$ cat src/rtl/md4_pkg.sv
// ---------------------------------------------------------------------------
// md4_pkg
// Shared constants and helpers for the iterative MD4 compression engine:
//   - MD4 initial chaining value (IV) in {d,c,b,a} packing
//   - per-round additive constants K0..K2
//   - per-round rotate-amount tables s0..s2 (indexed by step % 4)
//   - message-word index tables for rounds 2 and 3 (round 1 is identity)
//   - controller state enum
// ---------------------------------------------------------------------------
package md4_pkg;

    localparam logic [31:0]  IV_A = 32'h67452301;
    localparam logic [31:0]  IV_B = 32'hEFCDAB89;
    localparam logic [31:0]  IV_C = 32'h98BADCFE;
    localparam logic [31:0]  IV_D = 32'h10325476;
    localparam logic [127:0] IV   = {IV_D, IV_C, IV_B, IV_A};

    localparam logic [31:0] K0 = 32'h00000000;
    localparam logic [31:0] K1 = 32'h5A827999;
    localparam logic [31:0] K2 = 32'h6ED9EBA1;

    localparam logic [5:0] LAST_STEP = 6'd47;

    // Rotate tables, entry i at bits [5*i +: 5].
    localparam logic [19:0] S0_TAB = {5'd19, 5'd11, 5'd7, 5'd3};
    localparam logic [19:0] S1_TAB = {5'd13, 5'd9,  5'd5, 5'd3};
    localparam logic [19:0] S2_TAB = {5'd15, 5'd11, 5'd9, 5'd3};

    // Word-index tables, entry j at bits [4*j +: 4].
    // Round 2: 0,4,8,12,1,5,9,13,2,6,10,14,3,7,11,15
    localparam logic [63:0] K1_IDX = 64'hFB73_EA62_D951_C840;
    // Round 3: 0,8,4,12,2,10,6,14,1,9,5,13,3,11,7,15
    localparam logic [63:0] K2_IDX = 64'hF7B3_D591_E6A2_C480;

    typedef enum logic [1:0] {
        IDLE = 2'd0,
        RUN  = 2'd1,
        ADD  = 2'd2
    } md4_state_e;

    function automatic logic [3:0] word_index(input logic [1:0] round, input logic [3:0] j);
        case (round)
            2'd1:    return K1_IDX[4*j +: 4];
            2'd2:    return K2_IDX[4*j +: 4];
            default: return j;
        endcase
    endfunction

    function automatic logic [4:0] step_shift(input logic [1:0] round, input logic [1:0] col);
        case (round)
            2'd0:    return S0_TAB[5*col +: 5];
            2'd1:    return S1_TAB[5*col +: 5];
            default: return S2_TAB[5*col +: 5];
        endcase
    endfunction

endpackage

$ cat src/rtl/md4_step.sv
// ---------------------------------------------------------------------------
// md4_step
// Combinational single MD4 step: a_new = rotl(a + f_round(b,c,d) + x_word + K_round, shamt)
// Ports:
//   a, b, c, d  in  32  current working registers
//   x_word      in  32  selected message word for this step
//   round       in  2   0..2 selects boolean function and additive constant
//   shamt       in  5   rotate-left amount
//   a_new       out 32  rotated sum (becomes the new B)
// ---------------------------------------------------------------------------
module md4_step
    import md4_pkg::*;
(
    input  logic [31:0] a,
    input  logic [31:0] b,
    input  logic [31:0] c,
    input  logic [31:0] d,
    input  logic [31:0] x_word,
    input  logic [1:0]  round,
    input  logic [4:0]  shamt,
    output logic [31:0] a_new
);
    logic [31:0] f_val;
    logic [31:0] k_val;
    logic [31:0] t_sum;

    always_comb begin
        f_val = b ^ c ^ d;
        k_val = K2;
        case (round)
            2'd0: begin
                f_val = (b & c) | (~b & d);
                k_val = K0;
            end
            2'd1: begin
                f_val = (b & c) | (b & d) | (c & d);
                k_val = K1;
            end
            default: ;
        endcase
    end

    assign t_sum = a + f_val + x_word + k_val;

    // A shift by 32 clears a 32-bit operand, so shamt=0 degenerates to t_sum.
    assign a_new = (t_sum << shamt) | (t_sum >> (6'd32 - {1'b0, shamt}));

endmodule

$ cat src/rtl/md4_round_sequencer.sv
// ---------------------------------------------------------------------------
// md4_round_sequencer
// Iterative MD4 compression: one shared step datapath runs the 48 steps one per
// clock, then adds the feed-forward into the latched chaining value.
// Ports:
//   clk         in   1    rising-edge clock
//   rst_n       in   1    asynchronous active-low reset
//   start       in   1    compression request, honoured only in IDLE
//   abort       in   1    synchronous abort back to IDLE (no done)
//   msg_in      in   512  block, word i at [32*i +: 32]
//   chain_in    in   128  {d,c,b,a}
//   busy        out  1    high from start accept through the done cycle
//   done        out  1    one-cycle pulse, digest_out valid from then on
//   digest_out  out  128  {d,c,b,a} chaining value plus compressed state
// ---------------------------------------------------------------------------
module md4_round_sequencer
    import md4_pkg::*;
(
    input  logic         clk,
    input  logic         rst_n,
    input  logic         start,
    input  logic         abort,
    input  logic [511:0] msg_in,
    input  logic [127:0] chain_in,
    output logic         busy,
    output logic         done,
    output logic [127:0] digest_out
);
    md4_state_e   state_q, state_d;
    logic [5:0]   step_q, step_d;
    logic [511:0] msg_q, msg_d;
    logic [127:0] chain_q, chain_d;
    logic [31:0]  a_q, b_q, c_q, d_q;
    logic [31:0]  a_d, b_d, c_d, d_d;
    logic         done_q, done_d;
    logic [127:0] digest_q, digest_d;

    logic [1:0]   round;
    logic [3:0]   x_idx;
    logic [31:0]  x_word;
    logic [4:0]   shamt;
    logic [31:0]  a_new;
    logic [127:0] state_vec;
    logic [127:0] sum_vec;

    assign round  = step_q[5:4];
    assign x_idx  = word_index(round, step_q[3:0]);
    assign x_word = msg_q[32*x_idx +: 32];
    assign shamt  = step_shift(round, step_q[1:0]);

    md4_step u_step (
        .a      (a_q),
        .b      (b_q),
        .c      (c_q),
        .d      (d_q),
        .x_word (x_word),
        .round  (round),
        .shamt  (shamt),
        .a_new  (a_new)
    );

    // Feed-forward: per-word modular add of chaining value and final state.
    assign state_vec = {d_q, c_q, b_q, a_q};
    generate
        for (genvar gi = 0; gi < 4; gi++) begin : g_ff_add
            assign sum_vec[32*gi +: 32] = chain_q[32*gi +: 32] + state_vec[32*gi +: 32];
        end
    endgenerate

    always_comb begin
        state_d  = state_q;
        step_d   = step_q;
        msg_d    = msg_q;
        chain_d  = chain_q;
        a_d      = a_q;
        b_d      = b_q;
        c_d      = c_q;
        d_d      = d_q;
        done_d   = 1'b0;
        digest_d = digest_q;

        case (state_q)
            IDLE: begin
                // abort outranks start when both arrive in IDLE
                if (start && !abort) begin
                    msg_d                  = msg_in;
                    chain_d                = chain_in;
                    {d_d, c_d, b_d, a_d}   = chain_in;
                    step_d                 = 6'd0;
                    state_d                = RUN;
                end
            end
            RUN: begin
                if (abort) begin
                    state_d = IDLE;
                end else begin
                    a_d    = d_q;
                    b_d    = a_new;
                    c_d    = b_q;
                    d_d    = c_q;
                    step_d = step_q + 6'd1;
                    if (step_q == LAST_STEP) begin
                        state_d = ADD;
                    end
                end
            end
            ADD: begin
                state_d = IDLE;
                if (!abort) begin
                    digest_d = sum_vec;
                    done_d   = 1'b1;
                end
            end
            default: state_d = IDLE;
        endcase
    end

    always_ff @(posedge clk or negedge rst_n) begin
        if (!rst_n) begin
            state_q  <= IDLE;
            step_q   <= 6'd0;
            msg_q    <= '0;
            chain_q  <= '0;
            a_q      <= '0;
            b_q      <= '0;
            c_q      <= '0;
            d_q      <= '0;
            done_q   <= 1'b0;
            digest_q <= '0;
        end else begin
            state_q  <= state_d;
            step_q   <= step_d;
            msg_q    <= msg_d;
            chain_q  <= chain_d;
            a_q      <= a_d;
            b_q      <= b_d;
            c_q      <= c_d;
            d_q      <= d_d;
            done_q   <= done_d;
            digest_q <= digest_d;
        end
    end

    // The done cycle is already back in IDLE, so it is folded into busy.
    assign busy       = (state_q != IDLE) || done_q;
    assign done       = done_q;
    assign digest_out = digest_q;

endmodule

$ cat config.mk
export PLATFORM = sky130hd
export DESIGN_NAME = md4_round_sequencer
export DESIGN_NICKNAME = d
export VERILOG_FILES = /design/src/rtl/md4_pkg.sv /design/src/rtl/md4_step.sv /design/src/rtl/md4_round_sequencer.sv
export SDC_FILE = /design/constraint.sdc
export NUM_CORES = 2
export LEC_CHECK = 0
export BUFFER_PORTS_ARGS = -buffer_cell sky130_fd_sc_hd__buf_4
export CAP_MARGIN = 0
export CORE_MARGIN = 2
export CORE_UTILIZATION = 40
export CTS_CLUSTER_SIZE = 28
export DETAILED_ROUTE_END_ITERATION = 6
export PLACE_DENSITY_LB_ADDON = 0.2
export SLEW_MARGIN = 20
export SYNTH_ARGS = -nofsm -noshare
export SYNTH_HDL_FRONTEND = slang
export SYNTH_SLANG_ARGS = --single-unit
export TNS_END_PERCENT = 1
$ cat constraint.sdc
create_clock -name clk -period 9.4 [get_ports clk]
set_input_delay 1.88 -clock clk [delete_from_list [all_inputs] [get_ports clk]]
set_output_delay 1.88 -clock clk [all_outputs]
set_load 0.02 [all_outputs]
==> After elaboration in Yosys (flattened, before gate mapping) <==
Index checks and enable logic that the tools add are counted.
{ "word_totals": {"out_inout_bits": 130, "inputBits": 644, "register_bits": 905, "elab_cells": 84} }
{ "op_classes": {"multipliers": 1, "n_bitwise": 12, "shift": 8, "n_mux": 25, "n_eq_ne": 8, "n_reduce_logical": 11, "n_addsub": 9} }
{ "ops": {"columns": ["cell", "count"], "rows": [
  ["variable part select 512 x 10 -> 32 bit", 1],
  ["case mux 32 bit (2 select lines)", 5],
  ["two-way mux 32 bit", 8],
  ["adder 32 bit", 6],
  ["bitwise AND 32 bit", 4],
  ["OR 32 bit", 4],
  ["variable part select 64 x 7 -> 4 bit (first input constant)", 2],
  ["XOR 32 bit", 2],
  ["case mux 31 bit (2 select lines)", 1],
  ["variable part select 20 x 6 -> 5 bit (first input constant)", 3],
  ["adder 32 x 31 -> 32 bit", 1],
  ["inverter 32 bit", 1],
  ["left shift 32 x 5 -> 32 bit", 1],
  [">> shifter 32 x 6 -> 32 bit", 1],
  ["two-way mux 6 bit", 2],
  ["case mux 6 bit (2 select lines)", 1],
  ["case mux 5 bit (2 select lines)", 1],
  ["case mux 4 bit (2 select lines)", 1],
  ["adder 6 x 1 -> 6 bit (second input constant)", 1],
  ["== test 6 bit (second input constant)", 1],
  ["two-way mux 2 bit", 3],
  ["AND reduction 2 bit", 3],
  ["subtractor 6 x 5 -> 6 bit (first input constant)", 1],
  ["multiplier 3 x 2 -> 5 bit (first input constant)", 1],
  ["other kinds (13)", 19]
]} }

==> Longest topological paths before layout <==
{ "logic_depth": {"word_depth": 11, "ltp_mapped": 27, "ltp_nobuf": 24} }

==> Hierarchy <==
From an unflattened synthesis, not the netlist that was laid out.
{ "unflattened": {"hier_cells": 4849, "area_unflattened_um2": 54050.6} }
{ "modules_own_cells": {"columns": ["module", "seq_area_each_um2", "cells_per_inst", "instances", "area_per_inst_um2"], "rows": [
  ["md4_round_sequencer", 22646.7, 3585, 1, 44744.2],
  ["md4_step", 0.0, 1264, 1, 9306.4]
]} }

==> Worst setup path before layout <==
OpenSTA, ideal clock, no wires.
{ "synth_timing": {"path_type": "register to register", "start": "reg step_q[4]", "end": "reg b_q[4]", "required_time_ps": 9265, "path_stages_with_launch": 26, "period_less_slack_ps": 6945, "arrival_ps": 6811, "n_path_buf": 5, "setup_ps": 135, "path_slack_ps": 2455, "path_cell_list": "dfrtp_1 inv_1 ha_1 clkbuf_1 a21o_1 buf_2 buf_1 buf_2 mux4_2 a211oi_1 a21oi_1 fa_1 ha_1 ha_1 fa_1 a211oi_2 o21ai_1 a311oi_2 or2_0 buf_2 o211ai_1 a311o_1 xnor2_2 mux2i_2 a2111oi_2 a211oi_1"} }
{ "synth_between": {"elab_chain_cells": 9, "word_cells_on_any_way": 17, "classes_between": "add/sub: 4; eq/ne: 2; shift: 3; mux: 6; bitwise: 1; reduce/logical: 1"} }
{ "synth_lines": {"columns": ["item", "line", "text"], "rows": [
  ["start, declared", "md4_round_sequencer.sv:30", "logic [5:0] step_q, step_d;"],
  ["start signal, assigned", "md4_round_sequencer.sv:132", "step_q <= step_d;"],
  ["== test 2 bit (tied with other cells)", "md4_pkg.sv:42", "case (round)"],
  ["case mux 4 bit (2 select lines) / case mux 32 bit (2 select lines) (equally long branches)", "md4_pkg.sv:42, md4_step.sv:30", null],
  ["variable part select 512 x 10 -> 32 bit / adder 32 bit (equally long branches)", "md4_round_sequencer.sv:48, md4_step.sv:43", null],
  ["adder 32 bit", "md4_step.sv:43", "assign t_sum = a + f_val + x_word + k_val;"],
  ["adder 32 x 31 -> 32 bit", "md4_step.sv:43", null],
  [">> shifter 32 x 6 -> 32 bit / left shift 32 x 5 -> 32 bit (equally long branches)", "md4_step.sv:46", "assign a_new = (t_sum << shamt) | (t_sum >> (6'd32 - {1'b0, shamt}));"],
  ["OR 32 bit (*)", "md4_step.sv:46", null],
  ["two-way mux 32 bit (*)", "md4_round_sequencer.sv:94", "if (abort) begin"],
  ["case mux 32 bit (2 select lines) (*)", "md4_round_sequencer.sv:82", "case (state_q)"],
  ["end signal, assigned", "md4_round_sequencer.sv:125", "b_q <= '0;"],
  ["end signal, assigned", "md4_round_sequencer.sv:136", "b_q <= b_d;"],
  ["end, declared", "md4_round_sequencer.sv:33", "logic [31:0] a_q, b_q, c_q, d_q;"]
]} }
Every way passes the cells marked *; elsewhere a longest branch is shown, timed or not. The select of a mux whose other input is x is not followed.
A chain may end at the register's enable or synchronous reset.

==> Worst setup path after layout <==
{ "layout_timing": {"start": "reg step_q[4]", "end": "reg b_q[11]"} }
The elaborated chain is that of the path after synthesis.

==> run summary <==
- iteration-0 DRC count of the detailed router: 4343
- final setup violation count: 0
- Clock Sink Count: 905
- Syn Inst Count: 5805
- Simple-Gate Fraction of Synth Area: 22.4%
- proportion of netlist area held by the largest area contributor: 44.7%
- cell depth of the worst hold path: 2
- Initial Util: 40.3%
- post-route antenna net violation count: 0
- portion of netlist area occupied by mux cells: 7.59%
- worst-case hold slack: 0.470 ns
- number of design rule violations left after detail routing: 0
- count of TritonRoute iterations in the first routing pass: 6
- max_cap viols: 0
- fraction of synthesized cell area in xor and xnor cells: 2.26%
- critical path launch point type: flop
- top fanout value on the critical path: 34
- combinational family with the most area after synthesis: simple AND/OR/NAND/NOR gates
- worst IR drop on VDD: 0.299 mV
- net switching fraction of the power: 48.0%
- Comb power frac: 57.8%
- placed cell count: 7967
- wire length per cell: 24.4 um
- switching component of the power: 11.0 mW
- async set-or-reset flop fraction in the synthesized netlist: 100%
- leading cell types in the layout, fill and taps excluded: nand2_1 (2416), dfrtp_1 (905), buf_4 (822)
- start point of the critical path: step_q[4]
- data arrival time of the critical path: 8.12 ns
- top post-synthesis cells by area: dfrtp_1 (45%), nand2_1 (18%), mux4_2 (5.6%)
- number of cell instances on the worst register-to-register path: 21
- worst-margin pin slew: 1.06 ns
- cts repair resizes: 0
- P_leak: 31.4 nW
- number of hold buffers added after CTS: 0
- result of the run: completed
- I/O Pins: 774
- relative area change from synthesis to final layout: 21.4%
- placeable core region: 126000 um^2
- synthesized-area fraction occupied by ao, oa, aoi and oai cells: 11.4%
- placed cell area: 58000 um^2
- cell area after synthesis: 50600 um^2
- routability congestion estimate from global placement: 0.925
- CP required: 9.97 ns
- critical setup path kind: reg2reg
- final worst slack: 1.85 ns
- end point of the critical path: b_q[11]
- maximum number of pins on one net before global-route repair: 214
- dominant cell type by area after synthesis: dfrtp_1
- total count of max-transition violations in the final report: 0
- clock share of power: 18.3%
- share of the cycle needed by the critical path after routing: 80.3%
- summed negative setup slack over all endpoints: 0 ns
- synthesis warning total: 0
- Final Hold Viols: 0
- dpl ws: 1.82 ns
- number of antenna violations at the first check in global routing: 11
- RSZ-0062 raised after global routing: false
- upper clock frequency limit: 0.132 GHz
- primary flip-flop cell chosen by synthesis mapping: dfrtp_1
- clock tree from TritonCTS: done
- DPL Wire Length: 153000 um
- maximum level of the CTS H-tree: 3
- Clock Skews: 0.0409 ns
- via count of the first global-routing pass: 44100
- syn nets: 6708
- count of state elements after synthesis: 905
- routed wire length: 199000 um
- die span in y: 360 um
- CTS max path bufs: 3
- Layout Cell Area excl Fill: 61500 um^2
- critical path endpoint category: flop
- post-CTS repair timing setup buffer count: 0
- Slew Limit Headroom: 29.2%
- worst reg2reg path startpoint: step_q[4]
- source-to-sink clock delay at the later pin of the worst-skew pair: 0.73 ns
- fraction of final layout cells with drive strength greater than 1: 18.2%
- total clock buffers created by CTS: 103
- x dimension of the die: 360 um
- mean area per synthesized cell: 8.72 um^2
- die outline area: 129000 um^2
- power density cells: 372 nW/um^2
- Tightest Hold Check Type: reg2reg
- Via-to-Cell Ratio: 5.46
- count of port buffers added during placement: 773
- clock transition at the register clock pins on the worst setup and hold paths after CTS: 0.06 ns
- distinct cell type count of the synthesized netlist: 82
- Post-layout nets: 7325
- cell row count: 130
- worst setup slack for register-to-register paths: 1.85 ns
- GRT Resource Usage Total: 30.5%
- adder and majority cell fraction of the synthesized area: 7.75%
- post-route insts no fill: 8158
- root buffer cell: clkbuf_16
- total congestion overflow: 0
- proportion of synthesized chip area in sequential cells: 44.7%
- commonest non-fill, non-tap cell in the layout: nand2_1
- routed via count: 44600
- first-pass GRT wire length: 295000 um
- Sequential Power Share: 23.9%
- Post-synth EDFFs: 0
- crit path time final: 7.55 ns
- reg-to-reg critical path endpoint: b_q[11]
- cell-internal power: 11.9 mW
[cell families after synthesis]
family                     count (synthesis)
DFF                                      905
xor gates and xnor gates                 129
adders and majority gates                259
and+or+nand+nor                         2875
AOI/OAI and AO/OA                        906
buffers and inverters                    511
muxes                                    220
[cell usage after synthesis (7+ instances only)]
cell type and count:
nand2_1 2417, dfrtp_1 905, clkbuf_1 291, o21ai_0 228, nor2_1 222, a21oi_1 195
inv_1 189, ha_1 168, mux4_2 127, a31oi_1 121, fa_1 91, xnor2_1 70
mux2i_1 68, a21o_1 57, xor2_1 57, a211oi_1 47, nor3_1 42, nand3_1 31
nor2b_1 31, o211ai_1 28, o221ai_1 28, nand2b_1 27, o21bai_1 27, buf_1 24
o21a_1 23, o31ai_1 23, mux2_2 22, or3_1 21, nand4_1 18, and3_1 17
o22ai_1 17, and2_1 13, a22oi_1 10, a211o_1 7, o2111ai_1 7, or4_1 7
[layout make-up]
cell class                 instances  area, um^2
fill                           12200       64100
multi-input combinational       4389       26100
sequential                       905       22600
timing repair buffer             834        6410
clock buffer                     146        2930
tap                             1650        2060
inverter                         189         709
clock inverter                    40         584
antenna                            5        12.5
[routing by layer]
layer	routed length [um]	global-route usage (%)	vias up
li1	-	-	20600
met1	84400	41.6	21900
met2	93200	48.9	1727
met3	13100	4.63	312
met4	8400	11.7	10
met5	62	0	-
[through the flow]
step / utilization [%] / power (mW)
5_1_grt: 49.0 / 24.4
3_5_place_dp: 46.2 / 18.5
4_1_cts: 49.0 / 22.8
2_1_floorplan: - / 14.1
3_3_place_gp: 46.1 / 18.5
6_report: 49.0 / 22.9
[worst max-delay path, cell delays in order (launching register included)]
cell and delay, ns:
dfrtp_1 0.42, inv_1 0.15, ha_2 0.37, o21ai_4 0.76
buf_4 0.59, mux4_2 0.38, nor2b_1 0.14, a211oi_1 0.34
a21oi_1 0.11, fa_1 0.44, fa_1 0.47, ha_1 0.44
a21o_1 0.23, a31o_2 0.23, a21oi_1 0.35, a21oi_1 0.24
nor3_1 0.59, o21bai_1 0.15, a31oi_1 0.42, nand2_1 0.13
a221oi_1 0.36, a211oi_1 0.08
[power groups by stage]
stage                     Combinational [mW]  Clock, mW  Sequential (mW)
after global placement                  13.0          0             5.50
after floorplan                         8.99          0             5.06
final                                   13.2       4.19             5.46
after global routing                    14.5       4.42             5.52
after CTS                               13.1       4.25             5.44
after detailed placement                13.0          0             5.51
[worst min path at each step]
stage,end,slack (ns),startpoint
after CTS,msg_q[40],0.47,msg_q[40]
after global routing,msg_q[47],0.49,msg_q[47]
after global placement,msg_q[249],0.45,msg_q[249]
after detailed placement,msg_q[119],0.46,msg_q[119]
after floorplan,msg_q[160],0.44,msg_q[160]
final,msg_q[35],0.47,msg_q[35]
[flip-flops by register name, summed over array words and instances (netlist names)]
signal      count
a_q            32
b_q            32
c_q            32
chain_q       128
d_q            32
digest_out    128
done            1
msg_q         512
state_q         2
step_q          6
(Power assumes the default switching activity.)
